**src/rtl/arb_pkg.sv**
```systemverilog
// Shared types and constants for the DMA/core bus arbiter.
package arb_pkg;

  // Width of the DMA burst counter; the burst limit stays below 2**ARB_CNT_W.
  localparam int ARB_CNT_W = 4;

  // Bus ownership states of the arbiter.
  typedef enum logic [1:0] {
    ARB_CPU      = 2'd0,
    ARB_DMA      = 2'd1,
    ARB_CPU_FAIR = 2'd2
  } arb_state_t;

endpackage

```
**src/rtl/arb_burst_counter.sv**
```systemverilog
// Counts granted DMA cycles in the current burst and flags the last one allowed.
module arb_burst_counter
  import arb_pkg::*;
(
  input  logic                 ph2,
  input  logic                 resetb,
  input  logic                 clear,
  input  logic                 increment,
  input  logic [ARB_CNT_W-1:0] limit,
  output logic [ARB_CNT_W-1:0] count,
  output logic                 at_limit
);

  // Burst count register: reset, clear on burst exit, step per granted cycle.
  always_ff @(posedge ph2) begin
    // NOTE: state registers use non-blocking assignments so every flop samples
    // the pre-edge values of its inputs, independent of statement order.
    if (!resetb) begin
      count <= '0;
    end else if (clear) begin
      count <= '0;
    end else if (increment) begin
      count <= count + 1'b1;
    end
  end

  // The current grant is the final one the limit allows before a core cycle.
  assign at_limit = ((count + 1'b1) == limit);

endmodule

```
**src/rtl/dma_bus_arbiter.sv**
```systemverilog
// Cycle-stealing arbiter sharing the external memory bus between the 6502
// core (default owner) and a single DMA requester, with a burst limit that
// guarantees the core forward progress.
module dma_bus_arbiter
  import arb_pkg::*;
#(
  parameter int DMA_MAX_BURST = 4
) (
  input  logic        ph2,
  input  logic        resetb,
  input  logic [15:0] cpu_address,
  input  logic [7:0]  cpu_data_out,
  input  logic        cpu_read_en,
  output logic        cpu_rdy,
  input  logic        dma_req,
  input  logic        dma_last,
  input  logic [15:0] dma_addr,
  input  logic        dma_we,
  input  logic [7:0]  dma_wdata,
  output logic        dma_gnt,
  output logic [7:0]  dma_rdata,
  output logic        dma_rvalid,
  output logic [15:0] mem_address,
  output logic        mem_we,
  output logic [7:0]  mem_wdata,
  input  logic [7:0]  mem_rdata
);

  localparam logic [ARB_CNT_W-1:0] BURST_LIMIT = DMA_MAX_BURST[ARB_CNT_W-1:0];

  arb_state_t           state;
  arb_state_t           next_state;
  logic                 dma_phase;
  logic                 granted;
  logic                 burst_clear;
  logic                 burst_inc;
  logic                 at_limit;
  logic [ARB_CNT_W-1:0] burst_cnt;

  assign dma_phase = (state == ARB_DMA);
  assign granted   = dma_phase && dma_req;

  // Next bus owner; last transfer beats the burst limit, both end the burst.
  always_comb begin
    // NOTE: default assignment first so no path through the case leaves
    // next_state unassigned, which would otherwise infer a latch.
    next_state = state;
    unique case (state)
      ARB_CPU:      next_state = dma_req ? ARB_DMA : ARB_CPU;
      ARB_DMA: begin
        if (!dma_req)      next_state = ARB_CPU;
        else if (dma_last) next_state = ARB_CPU;
        else if (at_limit) next_state = ARB_CPU_FAIR;
        else               next_state = ARB_DMA;
      end
      ARB_CPU_FAIR: next_state = ARB_CPU;
      default:      next_state = ARB_CPU;
    endcase
  end

  // State register; reset returns the bus to the core and aborts any burst.
  always_ff @(posedge ph2) begin
    if (!resetb) begin
      state <= ARB_CPU;
    end else begin
      state <= next_state;
    end
  end

  // Counter clears whenever the burst ends and steps on each continuing grant.
  assign burst_clear = (next_state != ARB_DMA);
  assign burst_inc   = granted && (next_state == ARB_DMA);

  arb_burst_counter u_burst_counter (
    .ph2       (ph2),
    .resetb    (resetb),
    .clear     (burst_clear),
    .increment (burst_inc),
    .limit     (BURST_LIMIT),
    .count     (burst_cnt),
    .at_limit  (at_limit)
  );

  // Bus mux and handshakes, decoded from the registered state; reset forces
  // the bus idle and the core running regardless of state.
  always_comb begin
    mem_address = dma_phase ? dma_addr  : cpu_address;
    mem_wdata   = dma_phase ? dma_wdata : cpu_data_out;
    mem_we      = 1'b0;
    if (resetb) begin
      mem_we = dma_phase ? (dma_we && dma_req) : !cpu_read_en;
    end
    cpu_rdy = !resetb || !dma_phase;
    dma_gnt = resetb && granted;
  end

  // Capture read data on a granted DMA read and pulse valid for one cycle.
  always_ff @(posedge ph2) begin
    if (!resetb) begin
      dma_rvalid <= 1'b0;
      dma_rdata  <= 8'h00;
    end else begin
      dma_rvalid <= granted && !dma_we;
      if (granted && !dma_we) begin
        dma_rdata <= mem_rdata;
      end
    end
  end

  // A burst in progress never reaches the limit count itself.
  always_ff @(posedge ph2) begin
    if (resetb && dma_phase) begin
      assert (burst_cnt < BURST_LIMIT);
    end
  end

endmodule

```
**config.mk**
```make
export PLATFORM = sky130hd
export DESIGN_NAME = dma_bus_arbiter
export DESIGN_NICKNAME = d
export VERILOG_FILES = /design/src/rtl/arb_pkg.sv /design/src/rtl/arb_burst_counter.sv /design/src/rtl/dma_bus_arbiter.sv
export SDC_FILE = /design/constraint.sdc
export NUM_CORES = 1
export LEC_CHECK = 0
export ABC_AREA = 1
export CORE_UTILIZATION = 25
export CTS_BUF_LIST = sky130_fd_sc_hd__clkbuf_8 sky130_fd_sc_hd__clkbuf_16
export DETAILED_ROUTE_END_ITERATION = 6
export PLACE_DENSITY_LB_ADDON = 0.08
export SETUP_SLACK_MARGIN = 0.2
export SLEW_MARGIN = 20
export SYNTH_ARGS = -nofsm -noshare
export SYNTH_HDL_FRONTEND = slang
export SYNTH_SLANG_ARGS = --single-unit
```
**constraint.sdc**
```tcl
create_clock -name ph2 -period 2.35 [get_ports ph2]
set_input_delay 0.5875 -clock ph2 [delete_from_list [all_inputs] [get_ports ph2]]
set_output_delay 0.5875 -clock ph2 [all_outputs]
set_load 0.005 [all_outputs]
```
# Yosys cells after proc, flatten, opt, wreduce, memory -nomap -nowiden

Index checks and enable logic that the tools add are counted.

Output and inout port bits: 36
Logic and storage cells: 31
Bits in read-only memories: 0
Bits in registers: 15
RAM bits: 0
Input bits: 62
Latch bits: 0
Memories: 0

Reduce and logical (&&, ||, !) cells: 12
Eq/ne operators: 4
Order comparisons: 0
Multiply operators: 0
Multiplexer cells: 9
Add/subtract/negate cells: 1
Bitwise logic cells: 1
Shift operators: 0
Div/mod/pow operators: 0

Operator list:

| operator                                             | number |
|---|---|
| two-way mux 16 bit                                   | 1 |
| two-way mux 8 bit                                    | 1 |
| two-way mux 2 bit                                    | 3 |
| logical AND 1 bit                                    | 5 |
| adder 4 x 1 -> 4 bit (second input constant)         | 1 |
| equality test 2 x 1 -> 1 bit (second input constant) | 2 |
| equality test 4 x 3 -> 1 bit (second input constant) | 1 |
| zero test 1 bit                                      | 4 |
| one-hot mux 2 bit (2 select lines)                   | 1 |
| two-way mux 1 bit                                    | 3 |
| zero test 2 bit                                      | 1 |
| != test 2 x 1 -> 1 bit (second input constant)       | 1 |
| OR reduction 2 bit                                   | 1 |
| logical OR 1 bit                                     | 1 |
| inverter 1 bit                                       | 1 |

# Longest topological paths before layout

Gate-level depths: netlist of run 1.

Depth in word-level cells: 8
Gate-level depth with buffers: 9
Depth with buffers taken out: 9

# Modules after synthesis

A second synthesis of run 1 with hierarchy kept.

Cells, all modules: 207
Area total of the unflattened synthesis: 1116.1 µm²

Modules (own cells, without submodules):

| module            | seq. area each (µm²) | cells each | area an instance (µm²) | times used |
|---|---|---|---|---|
| dma_bus_arbiter   | 220.2                | 154        | 814.5                  | 1 |
| arb_burst_counter | 80.1                 | 53         | 301.5                  | 1 |

# Worst setup path before layout of run 1

No wires, ideal clock.

Kind: input port to output port
Start: in resetb
End: out mem_we
Required time: 1.762 ns
Setup slack: 0.731 ns
Path buffers: 1
Arrival: 1.031 ns
Stages: 3
Cells stage by stage: clkbuf_1 -> nand2_1 -> o32ai_1

Cells in the longest elaborated chain, start to end: 1

Ends and longest elaborated chain:

| item              | RTL line              | source |
|---|---|---|
| from (decl)       | dma_bus_arbiter.sv:10 | `input logic resetb,` |
| two-way mux 1 bit | dma_bus_arbiter.sv:90 | `if (resetb) begin` |
| to (decl)         | dma_bus_arbiter.sv:24 | `output logic mem_we,` |

No other way between the ends.

# Worst setup path after layout of run 1

Start: in dma_addr[5]
End: out mem_address[5]

Cells in the longest elaborated chain, start to end: 1

Ends and longest elaborated chain:

| item               | RTL line              | source |
|---|---|---|
| from (decl)        | dma_bus_arbiter.sv:17 | `input logic [15:0] dma_addr,` |
| two-way mux 16 bit | dma_bus_arbiter.sv:87 | `mem_address = dma_phase ? dma_addr : cpu_address;` |
| to (decl)          | dma_bus_arbiter.sv:23 | `output logic [15:0] mem_address,` |

No other way between the ends.

==> run metrics, run 1 <==
max cap viols 0; Detailed Place HPWL 2.71 mm; final setup vio count 0; CTS Hold Bufs 0; Ys Warns 0; reg2reg path depth 10; Worst Tran Pin Value roughly 280 ps; area delta synth->final 137%; skew final 1.03 ps; num ports a little under 100; fmax 447 MHz; number of CTS-inserted buffers 3; largest net degree at the start of global routing 26; vias in the first global route 1,229; Clock transition at path regs 60 ps; Critical Path AT around 1700 ps; Fillers roughly 360; worst vdd ir 323 uV; Cell Count, Final, Fillers Out 336; crit-path max cell delay 500 ps; row count 22; syn_nets approximately 230; Port Buffer Count 97; GRT busiest layer met2; core area 3690 um^2; status finished clean; Worst EP required 1760 ps; placed cell area 2040 um^2; Die Ht 64.4 um; final instance area 2300 um^2; Crit. End Element output pin; placed cells 315; Root Driver clkbuf_8; hold_sp dma_rdata[0]; hold path endpoint dma_rdata[0]; Critical R2R Capture dma_rdata[5]; RR Startpoint state[0]; PD cells 339 nW/um^2; pre-CTS setup slack -237 ps; Worst setup SP type primary input; Initial Utilization 26.4%; M1 GR Usage 22.5%; fraction of layout cells with a size suffix above 1 about 16%; via/cell ratio 4.19; met3 GRT Util 3.75%; DRT antenna net count 0; area of the multi-input gates 611 um^2; Unique masters post-synth 20; Final period util 95.2%; Synth Instances 168; Synth Cell Area 973 um^2; routed wire length between 3 and 4 mm; sequential share of the synthesized area 30.8%; Fin. Hold Viols 0; Synth Register Bits 15; Die ar. 4150 um^2; Slew Limit Fails 0; GP Congestion 0.769; htree depth 1; Tmin final 2240 ps; setup TNS 0 ps; CTS tree done; drt pass-1 iters 6; Skew-Pair Late Insertion Delay 240 ps; Critical Path Fanout Max 1; Ant. Diodes 0; CP max-delay cell clkdlybuf4s50_1; first-pass GRT wire length 5.81 mm; DRC viols 0; Nets 352; HP Class flip-flop to flip-flop; met2 GRT Util 30.8%; Setup CP Type primary input to output pin; hold path cells 2; Longest Clk Path Bufs 2; register area slightly above 300 um^2; Leak Pwr about 0.0013 uW; drt first-iter violations 60; WL/cell 11.6 um; syn avg cell area 5.79 um^2; slew margin rel. 81.5%; R2R Setup Slk 850 ps; via count 1,409; clk sink count 15; GRT Total Usage 18.0%; crit-path cells clkdlybuf4s50_1 > nand2_1 > nand2_1 > clkdlybuf4s50_1; fin worst setup slack 112 ps; initial antenna violation count 0; GRT overflow 0; die width ~64 um; RSZ-0062 raised after global routing true
final cells by class:
cell class,instances,area share [%]
repair buffers,118,52.2
multi-input cells,133,26.5
flip-flops and latches,15,13.1
inverters,15,2.61
well taps,48,2.61
clock buffers,3,1.79
repair inverters,3,0.977
clock inverters,1,0.217
how the worst max path moves through the flow:
stage / start / endpoint / slack (ps) / cells past startpoint
finish: dma_addr[5] / mem_address[5] / 110 / 4
floorplan: resetb / mem_we / 730 / 3
global route: cpu_address[5] / mem_address[5] / 50 / 4
global placement: dma_req / mem_we / -240 / 6
detailed placement: resetb / mem_we / -240 / 4
CTS: state[0] / mem_wdata[0] / 80 / 7
cells by family after synthesis:
logic type / share of synthesized area (%)
AOI/OAI and AO/OA: 5.53
xor gates and xnor gates: 0.900
adders and majority gates: 1.29
buffers and inverters: 7.71
DFF: 30.8
and+or+nand+nor: 53.7
where the power goes:
part	internal (uW)	leakage (uW)	switching (uW)	total (uW)
registers	261	0.000122	2.88	264
logic	205	0.00112	109	314
clock network	117	0.0000255	86.7	204
worst max-delay path: cells and delay by family:
kind                   cells  cell delay [ps]
buffers and inverters      2              960
and+or+nand+nor            2              110
state kept, by name, indices dropped and copies added (netlist names):
register	flops
u_burst_counter.count	4
state	2
dma_rdata	8
dma_rvalid	1
per-stage QoR:
stage,utilization [%],hold WS (ps),total power (uW)
5_1_grt,62.5,558,829
2_1_floorplan,-,478,346
6_report,62.5,514,782
4_1_cts,58.7,516,780
3_5_place_dp,55.3,498,556
3_3_place_gp,55.3,493,554
metal layers:
layer	share of wire, %	routed length, um	vias to the layer above
li1	-	-	748
met1	44	1720	590
met2	46	1790	65
met3	8.9	347	6
met4	1.0	40	0
met5	0	0	-
Yosys cell counts:
cell | count | share of area, %
inv_1 | 13 | 5.0
nor2_8 | 1 | 2.1
nand2_1 | 83 | 32
nor4_1 | 1 | 0.64
clkbuf_1 | 5 | 1.9
nand2_4 | 2 | 2.3
dfxtp_1 | 15 | 31
o21ai_0 | 8 | 4.1
nand4_1 | 1 | 0.64
nand3_2 | 1 | 1.0
ha_1 | 1 | 1.3
inv_2 | 1 | 0.39
nand3_1 | 5 | 2.6
nor2_4 | 2 | 2.3
o32ai_1 | 1 | 0.90
nor2_1 | 23 | 8.9
clkinv_1 | 1 | 0.39
nand2_2 | 2 | 1.3
a21oi_1 | 1 | 0.51
xor2_1 | 1 | 0.90
cells in the final DEF, fill, tap and decap left out, drive strengths merged:
cell type | synthesis | layout
a21oi | 1 | 1
buf | 0 | 20
clkbuf | 5 | 6
clkdlybuf4s50 | 0 | 69
clkinv | 1 | 2
clkinvlp | 0 | 4
dfxtp | 15 | 15
dlygate4sd2 | 0 | 7
dlymetal6s2s | 0 | 19
ha | 1 | 1
inv | 14 | 13
nand2 | 87 | 87
nand3 | 6 | 6
nand4 | 1 | 1
nor2 | 26 | 26
nor4 | 1 | 1
o21ai | 8 | 8
o32ai | 1 | 1
xor2 | 1 | 1
repair_timing:
action,4_1_cts,5_1_grt
resized for setup,20,25
setup buffers,4,9
pin swaps,1,7
setup endpoints to repair,27,23
gates cloned,3,1
Power figures use the tool's default switching activity.
==> run 2, diff against run 1 <==
CORE_MARGIN = 2   (was not set)
==> run 2 against run 1 <==
Clock power is essentially flat. Fmax grew 6.1%. Core utilization shrank 6.1 points. Sequential cell count is the same. Hold slack lost 1.2 ps. Die area grew 6.3%. Clock skew grew 1.7 ps. Combinational power shrank 15%. Critical endpoint is now mem_we.
==> run metrics, run 2 (synthesized netlist as in run 1, its figures left out) <==
Worst Tran Pin Value 249 ps (was 277 ps); met3 routed wirelength 396 um (was 347 um); Final period util 89.8% (was 95.2%); max cap viols 0 (unchanged); routed wire length 3.59 mm (was 3.90 mm); htree depth 1 (unchanged); Psw 184 uW (was 198 uW); WL/cell 11.2 um (was 11.6 um); row count 22 (unchanged); placed cell area 2050 um^2 (was 2040 um^2); Tmin final 2110 ps (was 2240 ps); CTS tree done (unchanged); GRT Total Usage 16.7% (was 18.0%); R2R Setup Slk 960 ps (was 850 ps); switch share 25.2% (was 25.4%); Critical Path Fanout Max 1 (unchanged); largest net degree at the start of global routing 25 (was 26); Cell Count, Final, Fillers Out 321 (was 336); share of total power in combinational logic 36.6% (was 40.2%); fmax 474 MHz (was 447 MHz); Worst EP required 1760 ps (about the same); hold slack 513 ps (was 514 ps); Setup CP Type primary input to output pin (unchanged); via/cell ratio 4.12 (was 4.19); CP Buf/Inv Count 2 (unchanged); max FFs per register 8 (unchanged); most frequent cells in the layout 82 x nand2_1, 68 x clkdlybuf4s50_1, 27 x dlygate4sd2_1 (was 81 x nand2_1, 69 x clkdlybuf4s50_1, 23 x nor2_1); biggest regs dma_rdata x8, u_burst_counter.count x4, state x2 (unchanged); Worst setup SP type primary input (unchanged); first-pass GRT wire length 5.73 mm (was 5.81 mm); Clock transition at path regs 50 ps (was 60 ps); Die ar. 4410 um^2 (was 4150 um^2); metal2 WL 1.47 mm (was 1.79 mm); Leak Pwr 0.00105 uW (was 0.00127 uW); fraction of layout cells with a size suffix above 1 9.89% (was 15.6%); drt first-iter violations 55 (was 60); reg2reg path depth 8 (was 10); clock network power share 27.4% (was 26.1%); Ant. Diodes 0 (unchanged); Detailed Place HPWL 2.84 mm (was 2.71 mm); initial antenna violation count 0 (unchanged); GRT overflow 0 (unchanged); CTS Hold Bufs 0 (unchanged); status finished clean (unchanged); hold_sp dma_rdata[2] (was dma_rdata[0]); uppermost layer routed met4 (unchanged); PD cells 349 nW/um^2 (was 339 nW/um^2); final setup vio count 0 (unchanged); HP Class flip-flop to flip-flop (unchanged); crit-path max cell delay 420 ps (was 500 ps); RR Startpoint state[0] (unchanged); CP delay by family, top buffers and inverters (unchanged); number of CTS-inserted buffers 3 (unchanged); area delta synth->final 115% (was 137%); crit-path cells clkdlybuf4s50_1 > o32ai_2 > clkdlybuf4s15_2 (was clkdlybuf4s50_1 > nand2_1 > nand2_1 > clkdlybuf4s50_1); RSZ-0062 raised after global routing true (unchanged); slew margin rel. 83.3% (was 81.5%); Initial Utilization 26.2% (was 26.4%); Fin. Hold Viols 0 (unchanged); Critical R2R Capture dma_rdata[5] (unchanged); DRC viols 0 (unchanged); most flop-heavy register dma_rdata (unchanged); clk sink count 15 (unchanged); placed cells 316 (was 315); Skew-Pair Late Insertion Delay 250 ps (was 240 ps); die width 66.4 um (was 64.4 um); num ports 98 (unchanged); final instance area 2100 um^2 (was 2300 um^2); drt pass-1 iters 4 (was 6); setup TNS 0 ps (unchanged); Port Buffer Count 97 (unchanged); hold path cells 2 (unchanged); CP max-delay cell clkdlybuf4s50_1 (unchanged); P_int 548 uW (was 584 uW); Nets 337 (was 352); Critical Path AT 1520 ps (was 1650 ps); hold path endpoint dma_rdata[2] (was dma_rdata[0]); Slew Limit Fails 0 (unchanged); Tot Pwr 733 uW (was 782 uW); core area 3720 um^2 (was 3690 um^2); vias in the first global route 1,244 (was 1,229); Die Ht 66.4 um (was 64.4 um); wl on met1 1.68 mm (was 1.72 mm); Longest Clk Path Bufs 2 (unchanged); worst vdd ir 337 uV (was 323 uV); DRT antenna net count 0 (unchanged); GP Congestion 0.792 (was 0.769); Crit. End Element output pin (unchanged); sequential share of power 36.0% (was 33.8%); Root Driver clkbuf_8 (unchanged); via count 1,323 (was 1,409); commonest non-fill, non-tap cell in the layout nand2_1 (unchanged); skew final 2.70 ps (was 1.03 ps)
run 2: per-stage QoR:
| stage | util [%] | worst slack, ps |
|---|---|---|
| final | 56.4 | 241 |
| after global routing | 56.4 | 201 |
| after floorplan | - | 731 |
| after global placement | 55.1 | -263 |
| after CTS | 56.0 | 246 |
| after detailed placement | 55.1 | -260 |
run 2: how the worst max path moves through the flow:
stage	start	end	slack, ps	cells after the start
6_report	cpu_read_en	mem_we	240	3
3_3_place_gp	dma_req	mem_we	-260	6
2_1_floorplan	resetb	mem_we	730	3
4_1_cts	cpu_read_en	mem_we	250	3
3_5_place_dp	dma_req	mem_we	-260	6
5_1_grt	state[0]	mem_wdata[4]	200	7
run 2: area by class of cell:
cell class / count / area [um^2]
repair buffers: 106 / 1030
multi-input cells: 133 / 608
well taps: 48 / 60.1
clock buffers: 3 / 41.3
flip-flops and latches: 15 / 300
fillers: 377 / 1620
inverters: 15 / 56.3
clock inverters: 1 / 3.75
run 2: power groups by stage:
stage	clock (uW)	combinational [uW]	sequential [uW]
detailed placement	0	290	269
floorplan	0	76.0	270
global placement	0	289	269
CTS	210	266	264
global route	222	294	264
finish	201	268	264
run 2: repair_timing:
action                     CTS  global route
gates resized for setup     38             4
pin swaps                    0             1
setup endpoints to repair   27             6
buffers inserted             0             1
run 2: worst min-delay path, cell delays in order (launching register included):
cell and delay [ps]:
dfxtp_1 320, o21ai_0 80, nor2_1 80
run 2: metal layers:
metal,track usage (%),up-vias
met2,27.5,57
met4,6.12,0
met3,3.92,4
met1,21.0,544
li1,-,718
met5,0,-
==> run 3, diff against run 2 <==
clock period = 2.2 ns   (was 2.35 ns; I/O delays follow)
==> run 3 against run 2 <==
Via count increased by 3.8%. Power up 10%. Cell count grew 1.6%. Cell area rose by 3.6%. First-iteration DRC count grew 15%. Critical path depth grew 7. Clock power grew 9%. Critical path type is now flip-flop to output pin.
==> run metrics, run 3 (synthesized netlist as in run 1, its figures left out) <==
RSZ-0062 raised after global routing true (unchanged); Initial Utilization 26.2% (unchanged); slew margin rel. 83.2% (was 83.3%); Tmin final 1990 ps; via/cell ratio 4.21 (was 4.12); Cell Count, Final, Fillers Out 326 (was 321); Critical Path Fanout Max 2 (was 1); hold_sp dma_rdata[6] (was dma_rdata[2]); Top cell by count, worst path buf_6; first-pass GRT wire length 5.76 mm (was 5.73 mm); Tot Pwr 806 uW (was 733 uW); Setup CP Type flip-flop to output pin (was primary input to output pin); Root Driver clkbuf_8 (unchanged); Critical Path AT 1440 ps (was 1520 ps); commonest non-fill, non-tap cell in the layout nand2_1 (unchanged); hold slack 513 ps (about the same); CTS tree done (unchanged); die width 66.4 um (unchanged); drt pass-1 iters 4 (unchanged); HP Class flip-flop to flip-flop (unchanged); area delta synth->final 123% (was 115%); DRC viols 0 (unchanged); CP Buf/Inv Count 7 (was 2); Worst EP required 1650 ps (was 1760 ps); htree depth 1 (unchanged); final setup vio count 0 (unchanged); biggest regs dma_rdata x8, u_burst_counter.count x4, state x2 (unchanged); CP startpoint state[0] (was cpu_read_en); Slew Limit Fails 0 (unchanged); Nets 342 (was 337); DRT antenna net count 0 (unchanged); num ports 98 (unchanged); WL/cell 11.5 um (was 11.2 um); initial antenna violation count 0 (unchanged); Clock transition at path regs 60 ps (was 50 ps); Final period util roughly 91%; Die Ht 66.4 um (unchanged); largest net degree at the start of global routing 25 (unchanged); CP max-delay cell dfxtp_2 (was clkdlybuf4s50_1); routed wire length 3.74 mm (was 3.59 mm); crit-path max cell delay 330 ps (was 420 ps); Worst setup SP type flip-flop (was primary input); fmax 502 MHz; drt first-iter violations 63 (was 55); Longest Clk Path Bufs 2 (unchanged); RR Startpoint state[0] (unchanged); max cap viols 0 (unchanged); max FFs per register 8 (unchanged); Skew-Pair Late Insertion Delay 240 ps (was 250 ps); Fillers 372 (was 377); CP delay by family, top buffers and inverters (unchanged); PD cells 371 nW/um^2 (was 349 nW/um^2); Die ar. 4410 um^2 (unchanged); number of CTS-inserted buffers 3 (unchanged); Leak Pwr 0.00109 uW (was 0.00105 uW); GRT overflow 0 (unchanged); core area 3720 um^2 (unchanged); placed cells 316 (unchanged); fraction of layout cells with a size suffix above 1 12.6% (was 9.89%); GRT Total Usage 16.4% (was 16.7%); setup TNS 0 ps (unchanged); Ant. Diodes 0 (unchanged); row count 22 (unchanged); vias in the first global route 1,240 (was 1,244); Crit. End Element output pin (unchanged); Worst Tran Pin Value 252 ps (was 249 ps); Detailed Place HPWL 2.78 mm (was 2.84 mm); final instance area 2170 um^2 (was 2100 um^2); most frequent cells in the layout 82 x nand2_1, 68 x clkdlybuf4s50_1, 27 x dlygate4sd2_1 (unchanged); skew final 0.407 ps (was 2.70 ps); worst vdd ir 372 uV (was 337 uV); Port Buffer Count 97 (unchanged); crit-path cells inv_2 > nor2_4 > buf_6 > buf_6 > nand2_4 > inv_4 > nand2_2 > buf_4 > inv_1 > clkdlybuf4s15_2 (was clkdlybuf4s50_1 > o32ai_2 > clkdlybuf4s15_2); via count 1,373 (was 1,323); CTS Hold Bufs 0 (unchanged); Fin. Hold Viols 0 (unchanged); most flop-heavy register dma_rdata (unchanged); GP Congestion 0.790 (was 0.792); clk sink count 15 (unchanged); placed cell area 2050 um^2 (unchanged); status finished clean (unchanged)
run 3: area by class of cell:
cell class | instances | area (um^2) | share of cell area [%]
repair buffers | 111 | 1090 | 50.4
well taps | 48 | 60.1 | 2.76
clock inverters | 1 | 5.00 | 0.230
inverters | 15 | 61.3 | 2.82
clock buffers | 3 | 41.3 | 1.90
multi-input cells | 133 | 608 | 28.0
flip-flops and latches | 15 | 302 | 13.9
run 3: through the flow:
step	util, %	worst slack [ps]
2_1_floorplan	-	655
3_3_place_gp	55.1	-338
3_5_place_dp	55.1	-349
4_1_cts	56.8	100
5_1_grt	58.5	128
6_report	58.5	209
run 3: routing by layer:
metal | share of wire (%) | track usage, %
met1 | 45 | 20.6
met2 | 44 | 27.9
met3 | 10 | 4.09
met4 | 0.78 | 4.08
met5 | 0 | 0
run 3: worst paths after layout:
check	slack, ps	endpoint	depth (start not counted)
worst max-delay path	210	dma_gnt	10
worst min-delay path	510	dma_rdata[6]	2
worst max register to register	770	dma_rdata[0]	10
worst min register to register	510	dma_rdata[6]	2
run 3: what timing repair did:
action	CTS	global route
gates cloned	0	2
buffers inserted	3	1
hold endpoints to repair	0	0
setup endpoints to repair	27	26
resized for setup	41	10
pin swaps	1	2
run 3: worst reg2reg max path: cells and delay by family, from the launching register on:
family	cells	cell delay, ps
buf+inv	5	520
simple gates	5	480
flops	1	330
run 3: power by group:
group | internal [uW] | switching (uW) | leakage [uW]
Combinational | 197 | 108 | 0.000942
Clock | 125 | 94.2 | 0.0000255
Sequential | 279 | 3.32 | 0.000122
